File: config.mk
export PLATFORM = sky130hd
export DESIGN_NAME = riscv_alu_if
export DESIGN_NICKNAME = d
export VERILOG_FILES = /design/src/rtl/riscv_alu_if.sv
export SDC_FILE = /design/constraint.sdc
export NUM_CORES = 1
export LEC_CHECK = 0
export ABC_CLOCK_PERIOD_IN_PS = 5700
export CORE_UTILIZATION = 40
export CTS_CLUSTER_SIZE = 14
export DETAILED_ROUTE_END_ITERATION = 16
export PLACE_DENSITY_LB_ADDON = 0.25
export SYNTH_ARGS = -nofsm -noshare
export SYNTH_HDL_FRONTEND = slang
export SYNTH_SLANG_ARGS = --single-unit
File: constraint.sdc
create_clock -name HCLK -period 5.7 [get_ports HCLK]
set_input_delay 1.71 -clock HCLK [delete_from_list [all_inputs] [get_ports HCLK]]
set_output_delay 1.71 -clock HCLK [all_outputs]
set_load 0.05 [all_outputs]
File: src/rtl/riscv_alu_if.sv
// AHB-Lite slave exposing a RISC-V integer ALU as four memory-mapped words:
// OP (0x0), A (0x4), B (0x8) and the read-only combinational result P (0xC).
module riscv_alu_if #(
  localparam int W_BURST = 3
) (
  input  logic               HCLK,
  input  logic               HRESETn,
  input  logic               sl_HSEL,
  input  logic               sl_HREADY,
  input  logic [1:0]         sl_HTRANS,
  input  logic [W_BURST-1:0] sl_HBURST,
  input  logic [2:0]         sl_HSIZE,
  input  logic [31:0]        sl_HADDR,
  input  logic               sl_HWRITE,
  input  logic [31:0]        sl_HWDATA,
  output logic               out_sl_HREADY,
  output logic [1:0]         out_sl_HRESP,
  output logic [31:0]        out_sl_HRDATA
);

  localparam logic [3:0] ALU_ADD  = 4'd0;
  localparam logic [3:0] ALU_SLL  = 4'd1;
  localparam logic [3:0] ALU_SLT  = 4'd2;
  localparam logic [3:0] ALU_SLTU = 4'd3;
  localparam logic [3:0] ALU_XOR  = 4'd4;
  localparam logic [3:0] ALU_SRL  = 4'd5;
  localparam logic [3:0] ALU_OR   = 4'd6;
  localparam logic [3:0] ALU_AND  = 4'd7;
  localparam logic [3:0] ALU_SUB  = 4'd8;
  localparam logic [3:0] ALU_SRA  = 4'd13;

  localparam logic [1:0] ADDR_OP = 2'd0;
  localparam logic [1:0] ADDR_A  = 2'd1;
  localparam logic [1:0] ADDR_B  = 2'd2;
  localparam logic [1:0] ADDR_P  = 2'd3;

  logic [3:0]  r_op;
  logic [31:0] r_a;
  logic [31:0] r_b;
  logic        r_valid;
  logic        r_write;
  logic [1:0]  r_addr;

  logic        w_xfer;
  logic [4:0]  w_shamt;
  logic [31:0] w_result;
  logic        w_unused;

  // Burst, size and the undecoded address bits have no effect on this slave.
  assign w_unused = ^{sl_HBURST, sl_HSIZE, sl_HADDR[31:4], sl_HADDR[1:0], sl_HTRANS[0]};

  assign w_xfer  = sl_HSEL & sl_HREADY & sl_HTRANS[1];
  assign w_shamt = r_b[4:0];

  always_ff @(posedge HCLK or negedge HRESETn) begin
    if (!HRESETn) begin
      r_op    <= '0;
      r_a     <= '0;
      r_b     <= '0;
      r_valid <= 1'b0;
      r_write <= 1'b0;
      r_addr  <= '0;
    end else begin
      if (r_valid && r_write) begin
        case (r_addr)
          ADDR_OP: r_op <= sl_HWDATA[3:0];
          ADDR_A:  r_a  <= sl_HWDATA;
          ADDR_B:  r_b  <= sl_HWDATA;
          default: ;
        endcase
      end
      r_valid <= w_xfer;
      if (w_xfer) begin
        r_write <= sl_HWRITE;
        r_addr  <= sl_HADDR[3:2];
      end
    end
  end

  always_comb begin
    w_result = '0;
    case (r_op)
      ALU_ADD:  w_result = r_a + r_b;
      ALU_SLL:  w_result = r_a << w_shamt;
      ALU_SLT:  w_result = {31'd0, $signed(r_a) < $signed(r_b)};
      ALU_SLTU: w_result = {31'd0, r_a < r_b};
      ALU_XOR:  w_result = r_a ^ r_b;
      ALU_SRL:  w_result = r_a >> w_shamt;
      ALU_OR:   w_result = r_a | r_b;
      ALU_AND:  w_result = r_a & r_b;
      ALU_SUB:  w_result = r_a - r_b;
      ALU_SRA:  w_result = $unsigned($signed(r_a) >>> w_shamt);
      default:  w_result = '0;
    endcase
  end

  always_comb begin
    out_sl_HRDATA = '0;
    if (r_valid && !r_write) begin
      case (r_addr)
        ADDR_OP: out_sl_HRDATA = {28'd0, r_op};
        ADDR_A:  out_sl_HRDATA = r_a;
        ADDR_B:  out_sl_HRDATA = r_b;
        ADDR_P:  out_sl_HRDATA = w_result;
        default: out_sl_HRDATA = '0;
      endcase
    end
  end

  assign out_sl_HREADY = 1'b1;
  assign out_sl_HRESP  = 2'b00;

endmodule

==> run summary, run 1 <==
SETUP PATH
----------------------------------------------------------------------------------------
Data required time at the worst endpoint ..................................      3.99 ns
Launch point of the worst reg-to-reg path ................................. r_addr[1]$_DFFE_PN0P_
Critical path launch point type ...........................................     register
Crit path from ............................................................ r_a[0]$_DFFE_PN0P_
Capture point of the worst reg-to-reg path ................................ r_b[15]$_DFFE_PN0P_
Cell count of the worst reg-to-reg path ...................................            6
Maximum fanout along the worst path .......................................            6
Setup Crit Path Kind ...................................................... register to output pin
Sort of element at the end of the critical path ...........................   output pin
Arrival time at the worst endpoint ........................................      3.97 ns
Setup slack, reg-to-reg ...................................................      2.69 ns

TIMING
----------------------------------------------------------------------------------------
Worst Max-Slew Pin Slew ...................................................      1.03 ns
Fin crit period ...........................................................      5.68 ns
Final-report setup violation count ........................................            0
Min Hold Slack ............................................................     0.589 ns
Max Slew Vio Count ........................................................            0
Unrepaired setup endpoints after global routing ...........................         true
Relative slew slack .......................................................        31.1%
Number of hold-slack violations in the final timing report ................            0
Post-Route Skew ...........................................................    0.0138 ns
Max Clock Freq ............................................................      176 MHz
Final Cycle Share .........................................................        99.6%

GRT
----------------------------------------------------------------------------------------
Total routing resource utilization after global routing ...................        38.1%
GRT Residual Overflow .....................................................            0
Initial antenna violation count ...........................................            0
Via count of the first global-routing pass ................................       12,800
Pin count of the biggest net entering global routing ......................           75
Global-route wire length before repair ....................................      90.3 mm

LOGIC SYNTHESIS
----------------------------------------------------------------------------------------
Count of cell types in the netlist ........................................           93
XOR/XNOR share of the synthesized area ....................................        1.04%
Mean cell area of the mapped netlist ......................................   7.83 sq um
Proportion of synthesized area in mux cells ...............................        20.3%
Count of warnings emitted by yosys ........................................            0
Cell taking the most area after synthesis .................................      dfrtp_1
Largest cells by area after synthesis ..................................... dfrtp_1 14%, ha_1 10%, mux4_2 9.1%
EDFF count, synth .........................................................            0
Share of the synthesized area in the top cell type ........................        14.2%
Count of mapped cells out of synthesis ....................................        1,618
Cell Area, Synth .......................................................... 12,700 sq um
Sequential fraction of the synthesis area .................................        14.2%
Synth Area in Compound Gates ..............................................        29.0%
Adder and majority cell fraction of the synthesized area ..................        10.8%
Largest family of logic cells by synthesized area ......................... compound AO/OA/AOI/OAI gates
Number of synthesized register bits .......................................           72
Post-synthesis share of cell area spent on and, or, nand and nor gates ....        16.5%
Predominant post-synthesis flop cell ......................................      dfrtp_1
Ys async rst share ........................................................         100%

DETAILED ROUTING
----------------------------------------------------------------------------------------
WL per Instance ........................................................... 30.0 microns
DRC Markers ...............................................................            0
Number of nets still failing antenna checks after routing .................            0
Initial DRC count .........................................................        1,942
First-pass detailed-route iteration total .................................            6
Routed via count divided by cell count ....................................         6.75
Detailed-route via count ..................................................       14,100
Overall routed net length .................................................      62.7 mm

MIN PATH
----------------------------------------------------------------------------------------
Beginning of the worst hold path .......................................... r_b[5]$_DFFE_PN0P_
Type of the tightest min-delay check ...................................... register to register
Min-Delay Endpoint ........................................................ r_b[5]$_DFFE_PN0P_
Count of cells along the worst hold path ..................................            1

CLOCK NETWORK
----------------------------------------------------------------------------------------
Count of clock tree sinks .................................................           72
Maximum number of buffers from clock root to sink .........................            2
Number of buffers inserted for hold repair after clock tree synthesis .....            0
CTS root buffer ...........................................................    clkbuf_16
TritonCTS clock tree ......................................................          yes
Number of buffers inserted during clock tree synthesis ....................            9
Worst-skew pair later-pin latency .........................................      0.39 ns
Clk pin slew, worst setup/hold paths ......................................      0.07 ns
H-tree level count ........................................................            3

DIE
----------------------------------------------------------------------------------------
Number of top-level design ports ..........................................          112
Height of the chip ........................................................  180 microns
Initial cell density of the core ..........................................        41.0%
Placeable Area ............................................................ 30,900 sq um
Row cnt ...................................................................           64
Die Area .................................................................. 32,400 sq um
Die X .....................................................................  180 microns

PLACE
----------------------------------------------------------------------------------------
Routability Congestion ....................................................         1.03
Total half-perimeter wirelength after legalization and detailed placement .      48.3 mm
Buffers on Ports ..........................................................           71

FLOW RUN
----------------------------------------------------------------------------------------
Total of max-cap violations ...............................................            0

FINAL LAYOUT
----------------------------------------------------------------------------------------
Share of final-layout standard cells stronger than drive strength 1 .......        23.3%
Most common library cell in the layout ignoring fill and taps .............       nor2_1
Number of nets at the end of the flow .....................................        1,875
Top library cells by usage in the layout, fill and taps aside ............. 157 x nor2_1, 130 x o21ai_0, 130 x nand2_1
Fillers ...................................................................        3,029
Synth-to-Final Area Change ................................................        19.7%

POWER
----------------------------------------------------------------------------------------
Final Power ...............................................................    10,500 uW
Total leakage power .......................................................   0.00620 uW
PD cells ..................................................................  694 nW/um^2
Max rail drop VDD .........................................................     0.540 mV

RUN STATUS
----------------------------------------------------------------------------------------
Result of the run ......................................................... finished, final reports clean

## kinds of logic (layout without fill, tap and decap cells)
group | Yosys count | count (layout)
flops | 72 | 72
fa+ha+maj | 108 | 108
other cells | 2 | 5
buf+inv | 245 | 321
mux | 183 | 183
simple gates | 448 | 448
xor+xnor | 15 | 15
compound gates | 545 | 545
## cell usage after synthesis, types with 6 or more instances
cell        n
mux2i_1    46
a21oi_1   126
o211ai_1   17
o221ai_1   12
mux4_2     51
and3_1      9
nand4_1     7
nor3_1     33
nor3b_1     6
o21a_1      6
or2_2       6
nand2b_1    9
a22oi_1    37
a211oi_1   38
a221oi_1   12
buf_2      21
o21bai_1   10
o31ai_1     9
o41ai_1     6
nand2_1   130
mux2_2     86
ha_1      106
o22ai_1    21
xnor2_1    14
a21o_1     17
buf_4      13
clkbuf_1   80
o21ai_0   132
a31oi_1    16
inv_1     107
buf_1      17
or3_1       7
a221o_1     6
dfrtp_1    72
nor2_1    160
nand3_1    32
a22o_1      9
nor2b_1    18
## power by group
part	internal, uW	switching, uW	total (uW)
Clock	348	289	637
Combinational	3300	5520	8820
Sequential	705	366	1070
Total	4350	6180	10500
## routing by layer
| layer | global-route usage (%) | up-vias | wire length, microns |
|---|---|---|---|
| met3 | 6.48 | 118 | 6590 |
| met2 | 55.3 | 874 | 26400 |
| met4 | 13.8 | 0 | 2250 |
| met5 | 0 | - | 0 |
| met1 | 56.1 | 6991 | 27500 |
| li1 | - | 6155 | - |
## worst max-delay path by stage
stage | depth (start not counted) | end | slack, ns
global placement | 15 | out_sl_HRDATA[0] | 0.20
CTS | 12 | out_sl_HRDATA[29] | -0.009
detailed placement | 15 | out_sl_HRDATA[0] | 0.16
global route | 13 | out_sl_HRDATA[24] | -0.06
finish | 13 | out_sl_HRDATA[24] | 0.02
floorplan | 14 | out_sl_HRDATA[24] | 0.02
## cell type report
type	instances	area, sq um	area share [%]
sequential	72	1810	11.9
inverter	109	413	2.72
antenna	2	5.00	0.0330
tap	396	495	3.27
clock buffer	9	225	1.48
timing repair buffer	196	2000	13.2
clock inverter	7	85.1	0.561
multi-input combinational	1302	10100	66.8
## sequential cells by signal, indices dropped and copies added, names as in the netlist
register	count
r_valid	1
r_write	1
r_b	32
r_a	32
r_op	4
r_addr	2
## critical path: stages, from the launching register on
cell,delay [ns]
dfrtp_2,0.45
buf_4,0.16
ha_4,0.17
fa_2,0.38
a21oi_4,0.20
o32ai_1,0.15
o31a_1,0.37
nand4bb_4,0.24
a41o_1,0.28
a2111o_1,0.41
a211oi_2,0.23
o21ai_2,0.11
a211oi_4,0.27
buf_12,0.17
## timing repair
item / 4_1_cts / 5_1_grt
pin swaps: 5 / 16
gates resized for setup: 11 / 33
setup endpoints to repair: 11 / 16
setup buffers: 3 / 8
cloned: 0 / 1
## through the flow
step	instance area [sq um]	std cells	worst slack, ns	TNS [ns]	util, %
after detailed placement	14600	2063	0.164	0	47.1
after global routing	15200	2091	-0.0566	-0.0837	49.1
final	15200	2093	0.0241	0	49.1
after global placement	14600	2063	0.200	0	47.1
after floorplan	12800	1619	0.0178	0	-
after CTS	14900	2082	-0.00891	-0.00968	48.3
Note: power is estimated with default switching activity, not from simulation.
==> run 2, diff against run 1 <==
--- a/config.mk
+++ b/config.mk
@@ -7,9 +7,11 @@
 export LEC_CHECK = 0
 export ABC_CLOCK_PERIOD_IN_PS = 5700
 export CORE_UTILIZATION = 40
+export CTS_CLUSTER_DIAMETER = 60
 export CTS_CLUSTER_SIZE = 14
 export DETAILED_ROUTE_END_ITERATION = 16
 export PLACE_DENSITY_LB_ADDON = 0.25
+export SLEW_MARGIN = 20
 export SYNTH_ARGS = -nofsm -noshare
 export SYNTH_HDL_FRONTEND = slang
 export SYNTH_SLANG_ARGS = --single-unit
==> results of run 2 <==
No change in the layout: final DEF, timing and power equal those of run 1.
==> run 3, diff against run 2 <==
--- a/config.mk
+++ b/config.mk
@@ -6,6 +6,7 @@
 export NUM_CORES = 1
 export LEC_CHECK = 0
 export ABC_CLOCK_PERIOD_IN_PS = 5700
+export CORE_MARGIN = 4
 export CORE_UTILIZATION = 40
 export CTS_CLUSTER_DIAMETER = 60
 export CTS_CLUSTER_SIZE = 14
==> run 3 against run 2 <==
Sequential share of layout area hardly changed. Register-to-register slack better by 0.39 ns. Combinational power is 0.7% lower. Power is 1.0% lower. Count of clock-buffer cells in the layout stayed put. Worst hold slack worse by 0.0014 ns. Largest cell class unchanged.
==> run summary, run 3 (synthesized netlist as in run 1, its figures left out) <==
DIE
----------------------------------------------------------------------------------------
Initial cell density of the core ..........................................        41.0%
Placeable Area ............................................................ 30,900 sq um
Number of top-level design ports ..........................................          112
Height of the chip ........................................................  186 microns
Die X .....................................................................  186 microns
Row cnt ...................................................................           64
Die Area .................................................................. 34,600 sq um

DETAILED ROUTING
----------------------------------------------------------------------------------------
Initial DRC count .........................................................        2,269
Overall routed net length .................................................      60.6 mm
DRC Markers ...............................................................            0
Number of nets still failing antenna checks after routing .................            0
Detailed-route via count ..................................................       14,300
WL per Instance ........................................................... 29.2 microns
First-pass detailed-route iteration total .................................            6
Routed via count divided by cell count ....................................         6.87

SETUP PATH
----------------------------------------------------------------------------------------
Setup slack, reg-to-reg ...................................................      3.08 ns
Data required time at the worst endpoint ..................................      3.99 ns
Launch point of the worst reg-to-reg path ................................. r_addr[0]$_DFFE_PN0P_
Arrival time at the worst endpoint ........................................      3.99 ns
Slowest Stage Delay on Critical Path ......................................      0.59 ns
Maximum fanout along the worst path .......................................           75
Setup Crit Path Kind ...................................................... register to output pin
Critical path launch point type ...........................................     register
Series of cell instances along the critical path .......................... buf_16, mux2_2, mux2_2, nand2_1, o21ai_0, a32o_1, a22oi_1, a21oi_1, a311oi_1, a211oi_2, buf_12
Buffers & Inverters on Critical Path ......................................            2
Crit path from ............................................................ r_b[0]$_DFFE_PN0P_
Kind of cell with the highest combined delay on the critical path ......... compound AO/OA/AOI/OAI gates
Most repeated library cell on the critical path ...........................       mux2_2
Sort of element at the end of the critical path ...........................   output pin
Slowest cell on the critical path .........................................     a311oi_1

TIMING
----------------------------------------------------------------------------------------
Relative slew slack .......................................................        46.7%
Unrepaired setup endpoints after global routing ...........................         true
Fin crit period ...........................................................      5.70 ns
Max Slew Vio Count ........................................................            0
Final-report setup violation count ........................................            0
Number of hold-slack violations in the final timing report ................            0
Post-Route Skew ...........................................................    0.0150 ns
Max Clock Freq ............................................................      176 MHz
Final Cycle Share .........................................................         100%
Worst Max-Slew Pin Slew ...................................................     0.800 ns

GRT
----------------------------------------------------------------------------------------
Pin count of the biggest net entering global routing ......................           76
Via count of the first global-routing pass ................................       13,000
Initial antenna violation count ...........................................            1
GRT Residual Overflow .....................................................            0
Global-route wire length before repair ....................................      88.1 mm
Total routing resource utilization after global routing ...................        34.4%

PLACE
----------------------------------------------------------------------------------------
Buffers on Ports ..........................................................           71
Routability Congestion ....................................................         1.06
Total half-perimeter wirelength after legalization and detailed placement .      46.1 mm
DP Area ................................................................... 14,500 sq um

CLOCK NETWORK
----------------------------------------------------------------------------------------
Clk pin slew, worst setup/hold paths ......................................      0.07 ns
TritonCTS clock tree ......................................................          yes
Number of buffers inserted during clock tree synthesis ....................            9
Count of clock tree sinks .................................................           72
CTS root buffer ...........................................................    clkbuf_16
Maximum number of buffers from clock root to sink .........................            2
Worst-skew pair later-pin latency .........................................      0.39 ns
H-tree level count ........................................................            3

POWER
----------------------------------------------------------------------------------------
Cell Int Power ............................................................      4310 uW
Max rail drop VDD .........................................................     0.354 mV
Net switching power .......................................................      6110 uW
Part of the total power dissipated in combinational logic .................        84.1%
Total leakage power .......................................................   0.00613 uW
Reg power frac ............................................................        10.1%
PD cells ..................................................................  690 nW/um^2
Switching share of total power ............................................        58.7%
Proportion of power drawn by the clock network ............................         5.8%

FLOW RUN
----------------------------------------------------------------------------------------
Total of max-cap violations ...............................................            0

FINAL LAYOUT
----------------------------------------------------------------------------------------
Number of nets at the end of the flow .....................................        1,864
Number of diodes added for antenna fixing .................................            0
Most common library cell in the layout ignoring fill and taps .............       nor2_1
Core Util, Final ..........................................................        48.9%
Post-route cell area ...................................................... 15,100 sq um
Synth-to-Final Area Change ................................................        19.2%
Top library cells by usage in the layout, fill and taps aside ............. 158 x nor2_1, 130 x nand2_1, 128 x o21ai_0
Largest registers ......................................................... r_a x32, r_b x32, r_op x4
Fillers ...................................................................        3,033
Share of final-layout standard cells stronger than drive strength 1 .......        23.0%

RUN STATUS
----------------------------------------------------------------------------------------
Result of the run ......................................................... finished, final reports clean

MIN PATH
----------------------------------------------------------------------------------------
Type of the tightest min-delay check ...................................... register to register
Beginning of the worst hold path .......................................... r_b[29]$_DFFE_PN0P_

## run 3: through the flow
stage	instances	power (uW)	TNS (ns)	hold slack, ns	setup slack [ns]
CTS	2074	9860	0	0.576	0.0116
finish	2080	10400	0	0.588	0.00202
global route	2080	11000	-0.105	0.604	-0.0772
detailed placement	2055	9140	0	0.556	0.160
global placement	2055	9150	0	0.558	0.187
floorplan	1619	6440	0	0.529	0.0178
## run 3: area by class of cell
type	instances	area, sq um	share of cell area (%)
well taps	396	495	3.28
repair buffers	185	1910	12.7
inverters	109	413	2.73
clock buffers	9	225	1.49
multi-input cells	1302	10200	67.5
flip-flops and latches	72	1810	12.0
clock inverters	7	58.8	0.389
## run 3: power groups by stage
stage	combinational [uW]	sequential (uW)	clock, uW
5_1_grt	9260	1070	635
3_5_place_dp	8100	1040	0
3_3_place_gp	8110	1030	0
6_report	8760	1060	601
2_1_floorplan	5490	943	0
4_1_cts	8220	1030	614
## run 3: path summary, 6_finish.rpt
path | to | cells past startpoint
worst max-delay path | out_sl_HRDATA[17] | 11
worst min-delay path | r_b[29]$_DFFE_PN0P_ | 1
worst max register to register | r_a[16]$_DFFE_PN0P_ | 6
worst min register to register | r_b[29]$_DFFE_PN0P_ | 1
max in group asynchronous | r_b[0]$_DFFE_PN0P_ | 1
min in group asynchronous | r_op[0]$_DFFE_PN0P_ | 1
## run 3: repair_timing
item / 4_1_cts / 5_1_grt
pin swaps: 4 / 21
setup endpoints to repair: 8 / 20
hold buffers: 0 / 0
setup buffers: 3 / 6
gates resized for setup: 11 / 40
## run 3: routing by layer
metal	wire length, microns	GRT usage [%]
met5	20	0
met4	2460	11.4
met2	25300	50.2
met3	7720	8.66
met1	25100	49.7
==> edit: new RTL, settings of run 1 <==
Make the reset (`HRESETn`) synchronous in one clocked block.
--- a/src/rtl/riscv_alu_if.sv
+++ b/src/rtl/riscv_alu_if.sv
@@ -54,3 +54,3 @@
 
-  always_ff @(posedge HCLK or negedge HRESETn) begin
+  always_ff @(posedge HCLK) begin
     if (!HRESETn) begin
Function: differs if HRESETn is asserted again (counterexample within 4 cycles, from zero or initial values and one cycle with HRESETn low); with HRESETn held inactive, the same outputs for 4 cycles.
==> edit against run 1 <==
  * Die area shrank 3.2%
  * Routed wire length is 3.2% lower
  * Sequential share of layout area fell by 2.0 points
  * Sequential cell count did not move
  * Worst setup slack better by 42 ps
  * Fmax up 0.74%
  * Register-to-register slack improved by 520 ps
  * Area after synthesis fell by 3.2%
  * Design area shrank 4.0%
Power is left out: it rests on default switching activity, and per cell area and clock period it moved more than threefold.
==> edit: results (changes against run 1) <==
| Metric | Value |
|---|---|
| Root Driver | `clkbuf_16` |
| Clock Tree Buf Depth | `2 (unchanged)` |
| Worst rel slew slack | `0.215 (-0.0956)` |
| Layout cell share with drive strength beyond 1 | `0.145 (-0.0877)` |
| Post-synth top flop | `dfxtp_1` |
| Final net count | `2051 (+9.4%)` |
| Largest net degree at the start of global routing | `88 (+17%)` |
| DR pass1 iterations | `6 (unchanged)` |
| Synthesis Warnings | `0 (unchanged)` |
| Final WL | `60700 um (-3.2%)` |
| First-pass GRT wire length | `90000 um (-0.28%)` |
| Largest registers | `r_a x32, r_b x32, r_op x4` |
| Cell variety after synth | `85 (-8.6%)` |
| Clock transition at path regs | `60 ps` |
| Pre-CTS WS | `301 ps (+137 ps)` |
| HPWL Detailed | `46600 um (-3.4%)` |
| Asr flop ratio synth | `0 (-1.00)` |
| I/O Buffers | `71 (unchanged)` |
| Synth area leaders | `dfxtp_1 12%, ha_1 11%, a21oi_1 9.1%` |
| Inserted Clock Buffers | `9 (unchanged)` |
| Register area share after synthesis | `0.118 (-0.0246)` |
| Most frequent cells after synthesis | `252 x nand2_1, 223 x a21oi_1, 189 x nor2_1, 130 x o21ai_0, 122 x clkbuf_1` |
| WP data arrival | `3920 ps (-50 ps)` |
| Antenna violations before repair | `1 (+1)` |
| Latest clock arrival within the worst-skew pair | `370 ps (-20 ps)` |
| Via count | `14.9k (+5.4%)` |
| H-tree depth | `3 (unchanged)` |
| Vias in the first global route | `13.8k (+7.3%)` |
| All-layer global routing usage | `0.386 (+0.00448)` |
| Starting DRC count in detailed routing | `2029 (+4.5%)` |
| Worst Skew | `5.92 ps (-7.92 ps)` |
| Worst hold path type | `reg -> reg` |
| Routability congestion estimate from global placement | `1.03 (about the same)` |
| Crit path max fanout | `4 (-2)` |
| Status | `complete, no violations` |
==> edit: what timing repair did <==
action	CTS	global route
hold buffers	0	0
pin swaps	0	4
setup endpoints to repair	3	13
gates resized for setup	3	23
setup buffers	0	1
==> edit: cell type report <==
type / count / area (um2)
clock inverters: 3 / 17.5
flip-flops and latches: 72 / 1450
well taps: 390 / 488
clock buffers: 13 / 250
fillers: 3089 / 15300
repair buffers: 200 / 1990
multi-input cells: 1478 / 9970
diodes: 1 / 2.50
inverters: 105 / 398
==> edit: critical path, cell delays in order (launching register included) <==
cell and delay [ps]:
dfxtp_4 400, clkinvlp_4 130, ha_4 240, o21bai_1 150
a21oi_1 130, o31a_1 370, o311ai_4 360, a2111oi_4 120
buf_4 190, o31a_1 310, o311a_1 320, or3_1 360
a31oi_2 190, nor3_2 70, buf_4 210
==> edit: per-layer routing <==
layer | vias up | global-route usage | part of all wire
met5 | - | 0 | 0
met4 | 0 | 0.207 | 0.063
met3 | 184 | 0.0530 | 0.083
met2 | 866 | 0.582 | 0.43
met1 | 7177 | 0.527 | 0.42
li1 | 6674 | - | -
==> edit: worst paths after layout <==
| kind | from | endpoint | slack [ps] | cells past startpoint |
|---|---|---|---|---|
| max | r_b[1] | out_sl_HRDATA[21] | 70 | 14 |
| min reg2reg | r_b[9] | r_b[9] | 500 | 2 |
| max reg2reg | r_addr[0] | r_a[31] | 3210 | 7 |
| min | r_b[9] | r_b[9] | 500 | 2 |
==> edit: cells by family (layout without fill, tap and decap cells) <==
kind of cell	count (synthesis)	in the layout	share of synthesized area
fa+ha+maj	108	108	0.111
flops	72	72	0.118
other cells	2	4	0.000613
xor+xnor	29	29	0.0207
compound gates	658	658	0.350
buf+inv	267	321	0.0856
mux	110	110	0.117
simple gates	570	570	0.197
==> edit: metrics by stage <==
step / instance area (um2) / TNS (ps) / cells / utilization
floorplan: 12300 / 0 / 1817 / -
global placement: 14100 / 0 / 2244 / 0.474
detailed placement: 14100 / 0 / 2244 / 0.474
CTS: 14400 / 0 / 2260 / 0.483
global route: 14600 / -6.04 / 2261 / 0.488
finish: 14600 / 0 / 2262 / 0.488
